`config.mk`:
```
export PLATFORM = sky130hd
export DESIGN_NAME = binary_div_8_4_uni_flat
export DESIGN_NICKNAME = d
export VERILOG_FILES = /design/src/rtl/binary_div_8_4_uni_if.sv /design/src/rtl/binary_div_8_4_uni.sv /design/src/flat_wrapper.sv
export SDC_FILE = /design/constraint.sdc
export NUM_CORES = 1
export LEC_CHECK = 0
export ABC_AREA = 1
export CAP_MARGIN = 20
export CORE_AREA = 2 2 71 73
export CTS_BUF_LIST = sky130_fd_sc_hd__clkbuf_8 sky130_fd_sc_hd__clkbuf_16
export DETAILED_ROUTE_END_ITERATION = 16
export DIE_AREA = 0 0 73 75
export PLACE_DENSITY = 0.69
export SYNTH_ARGS = -nofsm -noshare
export SYNTH_HDL_FRONTEND = slang
export SYNTH_SLANG_ARGS = --single-unit
export TNS_END_PERCENT = 30
```
`constraint.sdc`:
```
create_clock -name clk -period 4.35 [get_ports clk]
set_input_delay 0.6525 -clock clk [delete_from_list [all_inputs] [get_ports clk]]
set_output_delay 0.6525 -clock clk [all_outputs]
set_load 0.05 [all_outputs]
```
`src/rtl/binary_div_8_4_uni_if.sv`:
```
// Handshake/operand bus for the binary_div_8_4_uni restoring divider.
// master: the requester driving en/start/A/B; slave: the divider.
interface binary_div_8_4_uni_if #(
  parameter int N = 8,
  parameter int M = 4
);
  logic         en;
  logic         start;
  logic [N-1:0] A;
  logic [M-1:0] B;
  logic [N-1:0] Q;
  logic [M-1:0] R;
  logic         busy;
  logic         done;
  logic         div0;

  modport master (
    output en, start, A, B,
    input  Q, R, busy, done, div0
  );

  modport slave (
    input  en, start, A, B,
    output Q, R, busy, done, div0
  );
endinterface

```
`src/rtl/binary_div_8_4_uni.sv`:
```
// Iterative unsigned restoring divider: N-bit dividend / M-bit divisor,
// one quotient bit per enabled cycle, start/busy/done handshake.
// Optional macro BINARY_DIV_EARLY_EXIT_EN: when defined, operations with
// A < B finish immediately (Q=0, R=A) instead of running N iterations.
module binary_div_8_4_uni #(
  parameter int N = 8,
  parameter int M = 4
) (
  input  logic                   clk,
  input  logic                   rst_n,
  binary_div_8_4_uni_if.slave    bus
);

  localparam int CW = (N > 1) ? $clog2(N) : 1;

  typedef enum logic [1:0] {IDLE, CALC, DONE} state_t;

  state_t         state_q, state_d;
  logic [CW-1:0]  cnt_q;
  logic [N-1:0]   dvd_q;    // dividend shifts out the top, quotient bits shift in the bottom
  logic [M-1:0]   div_q;
  logic [M-1:0]   rem_q;    // stored remainder is always < B, so M bits suffice
  logic [N-1:0]   q_q;
  logic [M-1:0]   r_q;
  logic           div0_q;

  logic [M:0]     t_w;      // M+1-bit trial partial remainder
  logic           qbit_w;
  logic [M-1:0]   diff_w;
  logic [M-1:0]   rem_nxt_w;
  logic [N-1:0]   quo_nxt_w;
  logic           b_zero_w;
  logic           early_w;

  assign t_w       = {rem_q, dvd_q[N-1]};
  assign qbit_w    = (t_w >= {1'b0, div_q});
  // When the subtraction is taken the result is < B, so the low M bits are exact.
  assign diff_w    = t_w[M-1:0] - div_q;
  assign rem_nxt_w = qbit_w ? diff_w : t_w[M-1:0];
  assign quo_nxt_w = {dvd_q[N-2:0], qbit_w};
  assign b_zero_w  = (bus.B == '0);

`ifdef BINARY_DIV_EARLY_EXIT_EN
  assign early_w = (bus.A < {{(N-M){1'b0}}, bus.B});
`else
  assign early_w = 1'b0;
`endif

  // State register; reset wins over enable
  always_ff @(posedge clk) begin
    if (!rst_n) state_q <= IDLE;
    else        state_q <= state_d;
  end

  // Next-state logic; every transition is qualified by en
  always_comb begin
    state_d = state_q;
    case (state_q)
      IDLE: if (bus.en && bus.start) state_d = (b_zero_w || early_w) ? DONE : CALC;
      CALC: if (bus.en && (cnt_q == '0)) state_d = DONE;
      DONE: if (bus.en) state_d = IDLE;
      default: state_d = IDLE;
    endcase
  end

  // Datapath: operand capture, one restoring step per CALC cycle, result write on entry to DONE
  always_ff @(posedge clk) begin
    if (!rst_n) begin
      cnt_q  <= '0;
      dvd_q  <= '0;
      div_q  <= '0;
      rem_q  <= '0;
      q_q    <= '0;
      r_q    <= '0;
      div0_q <= 1'b0;
    end else if (bus.en) begin
      case (state_q)
        IDLE: begin
          if (bus.start) begin
            dvd_q <= bus.A;
            div_q <= bus.B;
            rem_q <= '0;
            cnt_q <= CW'(N - 1);
            if (b_zero_w) begin
              q_q    <= '1;
              r_q    <= '0;
              div0_q <= 1'b1;
            end else if (early_w) begin
              q_q    <= '0;
              r_q    <= bus.A[M-1:0];
              div0_q <= 1'b0;
            end
          end
        end
        CALC: begin
          dvd_q <= quo_nxt_w;
          rem_q <= rem_nxt_w;
          cnt_q <= cnt_q - CW'(1);
          if (cnt_q == '0) begin
            q_q    <= quo_nxt_w;
            r_q    <= rem_nxt_w;
            div0_q <= 1'b0;
          end
        end
        default: ;
      endcase
    end
  end

  // Status outputs decoded from state
  always_comb begin
    bus.busy = (state_q == CALC);
    bus.done = (state_q == DONE);
  end

  assign bus.Q    = q_q;
  assign bus.R    = r_q;
  assign bus.div0 = div0_q;

endmodule
```
`src/flat_wrapper.sv`:
```
// flat-port wrapper written by rule: the top's interface ports become plain ports
module binary_div_8_4_uni_flat 
#(
  parameter int N = 8,
  parameter int M = 4
)
  (clk, rst_n, bus_en, bus_start, bus_A, bus_B, bus_Q, bus_R, bus_busy, bus_done, bus_div0);
  binary_div_8_4_uni_if #(.N(N), .M(M)) bus_i ();
  input  logic clk;
  input  logic rst_n;
  input wire logic [$bits(bus_i.en)-1:0] bus_en;
  input wire logic [$bits(bus_i.start)-1:0] bus_start;
  input wire logic [$bits(bus_i.A)-1:0] bus_A;
  input wire logic [$bits(bus_i.B)-1:0] bus_B;
  output wire logic [$bits(bus_i.Q)-1:0] bus_Q;
  output wire logic [$bits(bus_i.R)-1:0] bus_R;
  output wire logic [$bits(bus_i.busy)-1:0] bus_busy;
  output wire logic [$bits(bus_i.done)-1:0] bus_done;
  output wire logic [$bits(bus_i.div0)-1:0] bus_div0;
  assign bus_i.en = bus_en;
  assign bus_i.start = bus_start;
  assign bus_i.A = bus_A;
  assign bus_i.B = bus_B;
  assign bus_Q = bus_i.Q;
  assign bus_R = bus_i.R;
  assign bus_busy = bus_i.busy;
  assign bus_done = bus_i.done;
  assign bus_div0 = bus_i.div0;
  binary_div_8_4_uni #(.N(N), .M(M)) u_core (.clk(clk), .rst_n(rst_n), .bus(bus_i));
endmodule
```
==> impl_results.md, run 1 <==
* Highest Clock Rate at 348 MHz
* Post-CTS Resized at 0
* Most used DFF post-synth: dfxtp_1
* Util after Layout at 47.5%
* Power Internal at 0.547 mW
* Highest-delay cell along the critical path: clkdlybuf4s50_1
* Mapped Cells at 234
* Antenna violations before repair at 0
* Unrepaired setup endpoints after global routing: no
* Hold Path Depth at 2
* Initial Utilization at 39.7%
* Detailed placement HPWL at 2820 um
* CTS Buffer Depth at 2
* Remaining Overflow, GRT at 0
* Largest net degree at the start of global routing at 31
* P_leak at 0.932 nW
* Max_cap viols at 0
* Synth Register Bits at 34
* Floorplan row count at 25
* Die W at 73 um
* Switching power at 0.283 mW
* Antenna cell count at 0
* Cell breakdown of the critical path: inv_2, nor2_4, clkdlybuf4s50_1
* Routed Antenna Nets at 0
* CP Max Fanout at 18
* Final setup margin at 1.48 ns
* Delay-heaviest family, CP: buffers and inverters
* Endpoints failing setup at 0
* CTS tree: built
* WP buf/inv at 2
* Peak VDD IR at 0.164 mV
* Synth warnings at 0
* Number of nets in the layout at 283
* Setup Total Neg Slack at 0 ns
* DRT iter0 DRCs at 78
* Final cycle utilization of the critical path at 66.0%
* Syn_nets at 257
* Simple-gate portion of the synthesized area at 28.4%
* Sequential share of the synthesized area at 36.8%
* Main combinational cell family by area after synthesis: simple AND/OR/NAND/NOR gates
* Die area at 5480 sq um
* Vias in the first global route at 1,491
* Relative slew slack at 47.8%
* Post-Synth Adder-Cell Area at 5.15%
* IO buf count at 30
* Pins Over Slew Limit at 0
* Latest clock arrival within the worst-skew pair at 0.29 ns
* Clk pin slew, worst setup/hold paths at 0.07 ns
* Ports at 31
* Pre-CTS WS at 1.80 ns
* Switching share of power at 34.1%
* Area grow syn2layout at 19.7%
* Die height at 75 um
* Worst endpoint required time at 3.70 ns
* Hold Crit Class: reg -> reg
* Syn Area/Cell at 7.90 sq um
* Non-Filler Instances at 315
* H-tree Lvls at 2
* Synth Area in Compound Gates at 17.2%
* Startpoint types: flop
* Slew @ Worst Pin at 0.782 ns
* Reg2reg end: u_core.bus.R[3]
* First-pass GRT wire length at 6820 um
* Final Wtd Congestion at 0.899
* Final min period at 2.87 ns
* Routed len/inst at 12.6 um
* Mapped Area at 1850 sq um
* Total Wirelength at 3960 um
* Final Hold Viols at 0
* Mux cell area share after synthesis at 0%
* Asr flop ratio synth at 0%
* Status: completed
* CP Capture Type: primary output
* Clock Skews at 0.00619 ns
* PwrDens at 375 nW/um^2
* Comb pwr share at 28.1%
* Core area at 4660 sq um
* Flop pwr share at 43.2%
* Reg2reg setup slack at 2.55 ns
* GRT Util Overall at 16.5%
* DP Cell Count at 307
* TritonRoute pass-1 iters at 4
* Worst r2r path cells at 7
* Post-synth EDFFs at 0
* Clock root buffer: clkbuf_8
* Layout cell share with drive strength beyond 1 at 12.6%
* FF-to-FF Start: u_core.state_q[0]
* Post-CTS setup buffer count at 0
* CTS hold repair buffers at 0
* Arr. time, crit path at 2.22 ns
* Clk sinks at 34
* Vias per cell at 4.93
* Area after DPL at 2120 sq um
* Via Count at 1,552
* Crit Path Class: reg -> out
* Hold Path End: u_core.div_q[2]
* Total CTS buffers at 5
* Hold Crit Start: u_core.div_q[2]
* Pwr Total at 0.831 mW
* Synth cell types at 27
* Post-Synth XOR/XNOR Area at 0.474%
* Clk network pwr share at 28.7%
* Worst hold margin at 0.462 ns
* Final Cell Area at 2210 sq um
* DR DRC count at 0
* Worst path max stage delay at 0.89 ns
logic make-up after synthesis:
family,after synthesis
xor gates and xnor gates,1
AOI/OAI and AO/OA,48
and+or+nand+nor,100
buffers and inverters,44
DFF,34
adders and majority gates,7
metal layers:
layer / part of all wire, % / GRT usage, % / wire [um]
met3: 4.0 / 4.15 / 158
met2: 47 / 26.8 / 1840
met5: 0 / 0 / 0
met1: 47 / 20.1 / 1840
met4: 2.8 / 8.85 / 110
sequential cells by signal, indices dropped and copies added, names as in the netlist:
register         count
u_core.bus.Q         8
u_core.bus.R         4
u_core.bus.div0      1
u_core.cnt_q         3
u_core.div_q         4
u_core.dvd_q         8
u_core.rem_q         4
u_core.state_q       2
layout make-up:
cell class | instances | area, sq um
clock buffer | 6 | 82.6
multi-input combinational | 156 | 946
inverter | 33 | 126
sequential | 34 | 681
fill | 469 | 2450
clock inverter | 2 | 8.76
timing repair buffer | 30 | 300
tap | 54 | 67.6
worst max-delay path by stage:
stage                 startpoint       end  slack [ns]  cells after the start
2_1_floorplan  u_core.state_q[1]  bus_done        2.46                      2
3_3_place_gp   u_core.state_q[0]  bus_busy        1.84                      3
3_5_place_dp   u_core.state_q[0]  bus_busy        1.80                      3
4_1_cts        u_core.state_q[0]  bus_busy        1.50                      3
5_1_grt        u_core.state_q[0]  bus_busy        1.42                      3
6_report       u_core.state_q[0]  bus_busy        1.48                      3
tightest hold or removal path: stages (launching register included):
cell,delay [ns]
dfxtp_1,0.30
inv_1,0.06
a21oi_1,0.05
cells in the mapped netlist (2+ instances only):
cell type,instances,area (sq um)
buf_6,5,56.3
a211oi_2,7,87.6
ha_1,6,75.1
clkbuf_1,3,11.3
nor2_1,36,135
inv_2,2,7.51
o21ai_1,5,25.0
dfxtp_1,34,681
inv_1,30,113
nand2_1,28,105
a21oi_1,15,75.1
nand2_4,3,33.8
o21bai_1,6,45.0
a31oi_1,2,12.5
o21ai_0,11,55.1
nand4_1,4,25.0
nand3_1,18,90.1
nor2_4,2,22.5
nor3_2,6,60.1
nand3_4,3,52.6
a21oi_2,2,17.5
cell usage in the layout, fill, tap and decap left out, types with 3 or more instances in the layout:
master / netlist / routed
a211oi_2: 7 / 7
dfxtp_1: 34 / 34
a21oi_1: 15 / 15
nand2_1: 28 / 28
nand2_4: 3 / 3
o21ai_0: 11 / 11
nor3_2: 6 / 6
clkdlybuf4s50_1: 0 / 30
inv_1: 30 / 31
ha_1: 6 / 6
nand3_1: 18 / 18
nor2_1: 36 / 36
clkbuf_8: 0 / 6
o21bai_1: 6 / 6
nand4_1: 4 / 4
o21ai_1: 5 / 5
nand3_4: 3 / 3
power by group through the flow:
| stage | clock (mW) | sequential [mW] | combinational (mW) |
|---|---|---|---|
| floorplan | 0 | 0.387 | 0.161 |
| global placement | 0 | 0.366 | 0.231 |
| detailed placement | 0 | 0.366 | 0.233 |
| CTS | 0.249 | 0.359 | 0.234 |
| global route | 0.258 | 0.362 | 0.260 |
| finish | 0.238 | 0.359 | 0.233 |
Power figures use the tool's default switching activity.
==> inputs of run 2 (changes only) <==
Settings changed: PLACE_DENSITY 0.69 to 0.71.
Clock period 4.35 ns to 2.5 ns, I/O delays scaled along.
==> run 2 against run 1 <==
Against the previous run: via count is 4.5% higher; core utilization up 1.2 points; power grew 87%; flip-flop and latch count unchanged; final cell count increased by 1.3%.
==> impl_results.md, run 2 (synthesized netlist as in run 1, its figures left out) <==
* DR DRC count at 0 (unchanged)
* TritonRoute pass-1 iters at 4 (unchanged)
* Final cycle utilization of the critical path at 88.2%
* CTS hold repair buffers at 0 (unchanged)
* P_leak at 0.964 nW (+3.4%)
* CP Max Fanout at 4 (-14)
* Highest Clock Rate at 454 MHz
* Floorplan row count at 25 (unchanged)
* Antenna violations before repair at 0 (unchanged)
* Hold Crit Class: reg -> reg
* Total CTS buffers at 5 (unchanged)
* Relative slew slack at 62.9% (+15 points)
* Vias per cell at 5.08 (+3.2%)
* Clk sinks at 34 (unchanged)
* CTS tree: built
* Die area at 5480 sq um (unchanged)
* Met1 GRT Util at 21.3% (+1.3 points)
* Routed len/inst at 12.7 um (+1.4%)
* Endpoints failing setup at 0 (unchanged)
* Ports at 31 (unchanged)
* Met3 Use GR at 4.69% (+0.54 points)
* FILL cells at 459 (-2.1%)
* Die height at 75 um (unchanged)
* Die W at 73 um (unchanged)
* Final Wtd Congestion at 0.840 (-6.6%)
* CTS Buffer Depth at 2 (unchanged)
* Initial Utilization at 39.7% (unchanged)
* Pins Over Slew Limit at 0 (unchanged)
* Core area at 4660 sq um (unchanged)
* Vias in the first global route at 1,492 (+0.067%)
* Remaining Overflow, GRT at 0 (unchanged)
* Crit Path Class: reg -> out
* Post-CTS Resized at 0 (unchanged)
* Worst endpoint required time at 2.12 ns (-1.58 ns)
* Commonest non-fill, non-tap cell in the layout: nor2_1
* Unrepaired setup endpoints after global routing: no
* GRT Util Overall at 16.5% (+0.033 points)
* Non-Filler Instances at 319 (+1.3%)
* Slew @ Worst Pin at 0.556 ns (-0.226 ns)
* Most Crowded Layer GR: met2
* DP Cell Count at 312 (+1.6%)
* First-pass GRT wire length at 6870 um (+0.70%)
* Pwr Total at 1.55 mW (+87%)
* Met2 GRT Util at 25.7% (-1.1 points)
* Status: completed
* Layout cell share with drive strength beyond 1 at 14.7% (+2.1 points)
* Routed Antenna Nets at 0 (unchanged)
* Startpoint types: flop
* Total Wirelength at 4060 um (+2.7%)
* PwrDens at 685 nW/um^2 (+82%)
* Clock Skews at 0.00537 ns (-0.000819 ns)
* Post-CTS setup buffer count at 0 (unchanged)
* Final Hold Viols at 0 (unchanged)
* Via Count at 1,622 (+4.5%)
* Clk pin slew, worst setup/hold paths at 0.07 ns (about the same)
* Area grow syn2layout at 22.7%
* Final min period at 2.20 ns
* Setup Total Neg Slack at 0 ns (unchanged)
* DRT iter0 DRCs at 94 (+21%)
* Max_cap viols at 0 (unchanged)
* Peak VDD IR at 0.262 mV (+59%)
* CP Capture Type: primary output
* Largest net degree at the start of global routing at 19 (-39%)
* Most frequent cells in the layout: nor2_1 (36), dfxtp_1 (34), inv_1 (30)
* IO buf count at 30 (unchanged)
* Clock root buffer: clkbuf_8
* Antenna cell count at 0 (unchanged)
* Arr. time, crit path at 1.83 ns (-0.39 ns)
* Number of nets in the layout at 288 (+1.8%)
* Latest clock arrival within the worst-skew pair at 0.28 ns (about the same)
* H-tree Lvls at 2 (unchanged)
* Detailed placement HPWL at 2990 um (+5.8%)
-- run 2: changes by cell type in the layout (fill, tap and decap cells not counted), sizes merged --
cell	before	now
inv	34	33
bufinv	0	1
buf	0	6
clkdlybuf4s50	30	29
clkinv	1	0
-- run 2: report_power, final --
group | total, mW | switching (mW) | internal, mW
registers | 0.628 | 0.0392 | 0.589
clock network | 0.512 | 0.193 | 0.319
logic | 0.414 | 0.262 | 0.152
total | 1.55 | 0.494 | 1.06
-- run 2: worst max-delay path, cell delays in order (launching register included) --
cell and delay [ns]:
dfxtp_1 0.47, inv_2 0.12, nor2_1 0.14, clkdlybuf4s50_1 0.82
-- run 2: final timing paths --
check / slack, ns / endpoint / cells after the start / from
max reg2reg: 0.73 / u_core.bus.R[0] / 10 / u_core.div_q[2]
max: 0.30 / bus_done / 3 / u_core.state_q[1]
min: 0.47 / u_core.bus.div0 / 2 / u_core.bus.div0
min reg2reg: 0.47 / u_core.bus.div0 / 2 / u_core.bus.div0
-- run 2: final cells by class --
cell class / instances / area [sq um] / area share, %
Sequential cell: 34 / 681 / 30.0
Clock inverter: 1 / 30.0 / 1.32
Multi-Input combinational cell: 156 / 946 / 41.7
Inverter: 33 / 126 / 5.57
Tap cell: 54 / 67.6 / 2.98
Timing Repair Buffer: 35 / 335 / 14.8
Clock buffer: 6 / 82.6 / 3.64
-- run 2: through the flow --
step | instance area (sq um) | utilization, % | setup slack (ns) | hold WS (ns)
finish | 2270 | 48.7 | 0.295 | 0.468
global route | 2270 | 48.7 | 0.204 | 0.488
CTS | 2270 | 48.7 | 0.270 | 0.472
detailed placement | 2160 | 46.3 | 0.481 | 0.461
global placement | 2160 | 46.3 | 0.544 | 0.444
floorplan | 1850 | - | 0.891 | 0.431
-- run 2: per-layer routing --
layer,routed length (um),share of wire (%)
met1,1870,46
met4,90,2.2
met5,0,0
met3,199,4.9
met2,1910,47
==> inputs of run 3 (changes only) <==
Settings changed: CAP_MARGIN 20 to not set, SETUP_SLACK_MARGIN set to 0.05, SKIP_CTS_REPAIR_TIMING set to 1.
==> results of run 3 <==
The final DEF is identical to that of run 2; final timing and power are the same.
==> patch 1, RTL diff (settings of run 3) <==
Build with the macro `BINARY_DIV_EARLY_EXIT_EN` defined.
--- a/src/rtl/binary_div_8_4_uni.sv
+++ b/src/rtl/binary_div_8_4_uni.sv
@@ -2,6 +2,8 @@
 // one quotient bit per enabled cycle, start/busy/done handshake.
 // Optional macro BINARY_DIV_EARLY_EXIT_EN: when defined, operations with
 // A < B finish immediately (Q=0, R=A) instead of running N iterations.
+`define BINARY_DIV_EARLY_EXIT_EN
+
 module binary_div_8_4_uni #(
   parameter int N = 8,
   parameter int M = 4
Function: changed (a bounded check fails within 4 cycles, from zero or initial values and one cycle with rst_n low).
==> patch 1 against run 3 <==
Sequential power decreased by 0.8%. Clock skew increased by 0.0016 ns. Sequential cell count did not move. Maximum frequency hardly changed. Setup slack better by 0.0013 ns. Synthesized area is 3.4% lower. Via count rose by 5.1%. Final area down 1.7%. Power decreased by 0.82%. Synthesized cell count is 9.8% higher. Wire length rose by 1.3%. Global-route usage rose by 0.23 points. Critical path type unchanged.
==> patch 1: results (changes against run 3) <==
layout.nets: 315  # was 288
power_switching_mw: 0.556  # was 0.494 mW
drt-wirelength-per-cell_um: 12.0  # was 12.7 µm
tritoncts.num_buffers: 5  # unchanged
synth.top_cells.by_count: "sky130_fd_sc_hd__nand2_1, sky130_fd_sc_hd__dfxtp_1, sky130_fd_sc_hd__inv_1"  # was sky130_fd_sc_hd__nor2_1, sky130_fd_sc_hd__dfxtp_1, sky130_fd_sc_hd__inv_1
number_of_drc_markers_in_iteration_0: 64  # was 94
post_synth.cell_area_avg_um2: 6.95  # was 7.90 µm²
drt_pre_antenna_iters: 4  # unchanged
antenna_found_initial: 0  # unchanged
dp_worst_setup_slack_ns: 0.324  # was 0.481 ns
worst_clock_skew_ns: 0.00697  # was 0.00537 ns
synth-warning-count: 0  # unchanged
antenna-diode-count: 0  # unchanged
vias: 1704  # was 1622
post_route_cells_drive_above_1_share_pct: 8.62  # was 14.7%
grt_max_degree: 27  # was 19
max_cap_viol_count: 0  # unchanged
postSynth.topFlopCell: "sky130_fd_sc_hd__dfxtp_1"  # unchanged
cts.path.max_buffers: 2  # unchanged
count_of_different_cell_masters_after_synthesis: 26  # was 27
post_place_cells: 336  # was 312
arrival_ns: 1.83  # about the same
grt_pass1_vias: 1529  # was 1492
global_route_wire_length_before_repair_um: 6980  # was 6870 µm
syn-num-nets: 283  # was 257
run_status: "complete, no violations"  # unchanged
min_path_type: "flop to flop"  # unchanged
place_congestion: 0.835  # was 0.840
cts_max_level: 2  # unchanged
clkLatencyLatePin_ns: 0.29
vdd_ir_drop_max_mv: 0.245  # was 0.262 mV
detail_route.vias_per_cell: 4.95  # was 5.08
ys_async_sr_fraction_pct: 0  # unchanged
i_o_buffers: 30  # unchanged
layout.filler_cells: 475  # was 459
yosysSeqAreaShare_pct: 38.1  # was 36.8%
synth_area_leaders: "sky130_fd_sc_hd__dfxtp_1, sky130_fd_sc_hd__nand2_1, sky130_fd_sc_hd__a21oi_1"  # was sky130_fd_sc_hd__dfxtp_1, sky130_fd_sc_hd__nor2_1, sky130_fd_sc_hd__inv_1
worst-path-max-fanout: 13  # was 4
leakage_power_figure_nw: 1.03  # was 0.964 nW
cts.clk_slew.worst_paths_ns: 0.07  # about the same
total_track_usage_pct: 16.7  # was 16.5%
dp_hpwl_um: 3070  # was 2990 µm
slew_headroom_pct: 66.0  # was 62.9%
cts-root-buf: "sky130_fd_sc_hd__clkbuf_8"  # unchanged
patch 1: routing by layer:
layer  global-route usage (%)  up-vias  wire (µm)
li1                         -      901          -
met1                     22.2      766       2020
met2                     25.8       31       1820
met3                     4.15        6        185
met4                     7.41        0         82
met5                        0        -          0
patch 1: logic make-up after synthesis:
kind of cell | share of synthesized area, %
and+or+nand+nor | 28.9
AOI/OAI and AO/OA | 15.6
buffers and inverters | 9.46
DFF | 38.1
adders and majority gates | 7.43
xor gates and xnor gates | 0.491
patch 1: power by group through the flow:
stage                     Clock, mW  Sequential, mW  Combinational (mW)
after CTS                     0.441           0.623               0.490
after floorplan                   0           0.673               0.318
final                         0.430           0.623               0.488
after global routing          0.477           0.629               0.547
after global placement            0           0.634               0.480
after detailed placement          0           0.635               0.488
patch 1: through the flow:
stage | area (µm²) | power, mW
2_1_floorplan | 1790 | 0.991
3_3_place_gp | 2130 | 1.11
3_5_place_dp | 2130 | 1.12
4_1_cts | 2230 | 1.55
5_1_grt | 2230 | 1.65
6_report | 2230 | 1.54
patch 1: worst paths after layout:
path / to / start / slack (ns) / cells past startpoint
min: u_core.div_q[2]$_SDFFE_PN0P_ / u_core.div_q[2]$_SDFFE_PN0P_ / 0.46 / 2
min reg2reg: u_core.div_q[2]$_SDFFE_PN0P_ / u_core.div_q[2]$_SDFFE_PN0P_ / 0.46 / 2
max reg2reg: u_core.bus.R[2]$_SDFFE_PN0P_ / u_core.state_q[1]$_SDFFE_PN0P_ / 0.67 / 11
max: bus_busy / u_core.state_q[0]$_SDFFE_PN0P_ / 0.30 / 3
patch 1: layout make-up:
| type | instances | area, µm² | area share, % |
|---|---|---|---|
| Tap cell | 54 | 67.6 | 3.03 |
| Timing Repair Buffer | 33 | 323 | 14.5 |
| Sequential cell | 34 | 681 | 30.5 |
| Clock inverter | 2 | 12.5 | 0.561 |
| Clock buffer | 6 | 82.6 | 3.70 |
| Inverter | 34 | 128 | 5.72 |
| Multi-Input combinational cell | 181 | 936 | 42.0 |
patch 1: critical path, stage by stage, from the launching register on:
cell	delay [ns]
sky130_fd_sc_hd__dfxtp_1	0.41
sky130_fd_sc_hd__nand2_2	0.22
sky130_fd_sc_hd__inv_2	0.11
sky130_fd_sc_hd__clkdlybuf4s50_1	0.80
==> patch 2, RTL diff (settings of run 3) <==
Without the edit above. Re-encode `state_t` (3 states) as one-hot, 3 bits wide.
--- a/src/rtl/binary_div_8_4_uni.sv
+++ b/src/rtl/binary_div_8_4_uni.sv
@@ -13,7 +13,7 @@
 
   localparam int CW = (N > 1) ? $clog2(N) : 1;
 
-  typedef enum logic [1:0] {IDLE, CALC, DONE} state_t;
+  typedef enum logic [2:0] {IDLE = 3'b001, CALC = 3'b010, DONE = 3'b100} state_t;
 
   state_t         state_q, state_d;
   logic [CW-1:0]  cnt_q;
Function: no difference found for any inputs over 10 cycles, from zero or initial values and one cycle with rst_n low; not proved beyond that.
==> patch 2 against run 3 <==
Sequential cell count is 1 higher. Final area is 4.2% lower. Die area stayed put. Wire length decreased by 4.4%. Sequential share of layout area up 2.3 points. Setup slack better by 0.029 ns. Synthesized area fell by 5.1%. Maximum frequency grew 1.3%.
Power is not compared: it rests on default switching activity, and its combinational part moved more than twofold at a synthesized area within 25%.
==> patch 2: results (changes against run 3) <==
clk_share_pct: 4.03  # was 4.96%
arrival_ns: 1.80  # was 1.83 ns
number_of_drc_markers_in_iteration_0: 138  # was 94
post_place_cells: 323  # was 312
i_o_buffers: 30  # unchanged
clock_buffer_count: 6  # unchanged
grt_pass1_vias: 1534  # was 1492
min_path_type: "flop to flop"  # unchanged
multi_input_area_share_pct: 40.3  # was 41.7%
layout.filler_cells: 477  # was 459
global_route_wire_length_before_repair_um: 6530  # was 6870 µm
critPathSlowestCell: "sky130_fd_sc_hd__clkdlybuf4s50_1"  # unchanged
vdd_ir_drop_max_mv: 0.490
layout.area.seq_um2: 701  # was 681 µm²
cts-root-buf: "sky130_fd_sc_hd__clkbuf_8"  # unchanged
layout.nets: 299  # was 288
worst_clock_skew_ns: 0.00599  # was 0.00537 ns
drt_pre_antenna_iters: 4  # unchanged
grtUsageMet2_pct: 25.4  # was 25.7%
cts.clk_slew.worst_paths_ns: 0.06
yosysSeqAreaShare_pct: 40.0  # was 36.8%
grt_use_met1_pct: 18.5  # was 21.3%
ys_async_sr_fraction_pct: 0  # unchanged
antenna_found_initial: 0  # unchanged
nNonClkInverters: 32  # was 33
ys_ff_latch: 35  # was 34
tritoncts.num_buffers: 5  # unchanged
cts.path.max_buffers: 2  # unchanged
nonClkBufAreaFrac_pct: 14.7  # was 14.8%
synth_area_leaders: "sky130_fd_sc_hd__dfxtp_1, sky130_fd_sc_hd__nand2_1, sky130_fd_sc_hd__inv_1"  # was sky130_fd_sc_hd__dfxtp_1, sky130_fd_sc_hd__nor2_1, sky130_fd_sc_hd__inv_1
grt_max_degree: 24  # was 19
total_track_usage_pct: 15.5  # was 16.5%
run_status: "complete, no violations"  # unchanged
num-nonclk-buffers: 33  # was 35
synth.top_cells.by_count: "sky130_fd_sc_hd__nand2_1, sky130_fd_sc_hd__dfxtp_1, sky130_fd_sc_hd__inv_1"  # was sky130_fd_sc_hd__nor2_1, sky130_fd_sc_hd__dfxtp_1, sky130_fd_sc_hd__inv_1
global_route.usage.met3_pct: 4.95  # was 4.69%
slew_headroom_pct: 66.3  # was 62.9%
vias: 1641  # was 1622
syn-num-nets: 269  # was 257
cpLargestDelayFamily: "buffers and inverters"  # unchanged
worst-path-max-fanout: 6  # was 4
dp_hpwl_um: 2760  # was 2990 µm
clkLatencyLatePin_ns: 0.29
post_route_cells_drive_above_1_share_pct: 6.52  # was 14.7%
antenna-diode-count: 0  # unchanged
cp_slowest_stage_delay_ns: 0.86  # was 0.82 ns
drt-wirelength-per-cell_um: 11.8  # was 12.7 µm
synth-warning-count: 0  # unchanged
leakage_power_figure_nw: 1.00
cts_max_level: 2  # unchanged
netlist_instances: 246  # was 234
layout.comb_gates.multi_input: 169  # was 156
count_of_different_cell_masters_after_synthesis: 25  # was 27
detail_route.vias_per_cell: 4.97  # was 5.08
place_congestion: 0.915  # was 0.840
[patch 2: cell count changes after synthesis, sizes merged, moves of 3 or more]
cell	delta
nand2	+19
a211oi	-7
nor2	-6
o211a	+6
o21bai	-6
nand3	+4
a21oi	-3
nor3	+3
[patch 2: worst paths after layout]
check                                 start                            to  slack [ns]  cells after the start
max          u_core.state_q[1]$_SDFFE_PN0P_                      bus_done        0.32                      2
min            u_core.div_q[2]$_SDFFE_PN0P_  u_core.div_q[2]$_SDFFE_PN0P_        0.46                      2
max reg2reg    u_core.rem_q[1]$_SDFFE_PN0P_  u_core.bus.R[0]$_SDFFE_PN0P_        0.73                      9
min reg2reg    u_core.div_q[2]$_SDFFE_PN0P_  u_core.div_q[2]$_SDFFE_PN0P_        0.46                      2
[patch 2: cell families after synthesis]
group / count (synthesis) / synth area share (%)
AOI/OAI and AO/OA: 38 / 12.8
and+or+nand+nor: 122 / 30.8
buffers and inverters: 42 / 10.1
xor gates and xnor gates: 2 / 0.999
DFF: 35 / 40.0
adders and majority gates: 7 / 5.42
[patch 2: where the power goes]
group | total [mW] | switching [mW] | internal [mW]
Sequential | 0.905 | 0.141 | 0.764
Combinational | 1.43 | 0.936 | 0.491
Clock | 0.410 | 0.194 | 0.216
Total | 2.74 | 1.27 | 1.47
[patch 2: per-stage QoR]
stage	hold slack [ns]	setup WS, ns	cell area [µm²]	utilization, %
finish	0.458	0.325	2170	46.6
global route	0.483	0.218	2170	46.6
CTS	0.466	0.309	2170	46.6
detailed placement	0.457	0.367	2080	44.7
global placement	0.451	0.434	2080	44.7
floorplan	0.433	0.458	1750	-
[patch 2: routing by layer]
metal,part of all wire (%),wire [µm]
met1,47,1810
met2,47,1820
met3,4.9,189
met4,1.6,62
met5,0,0
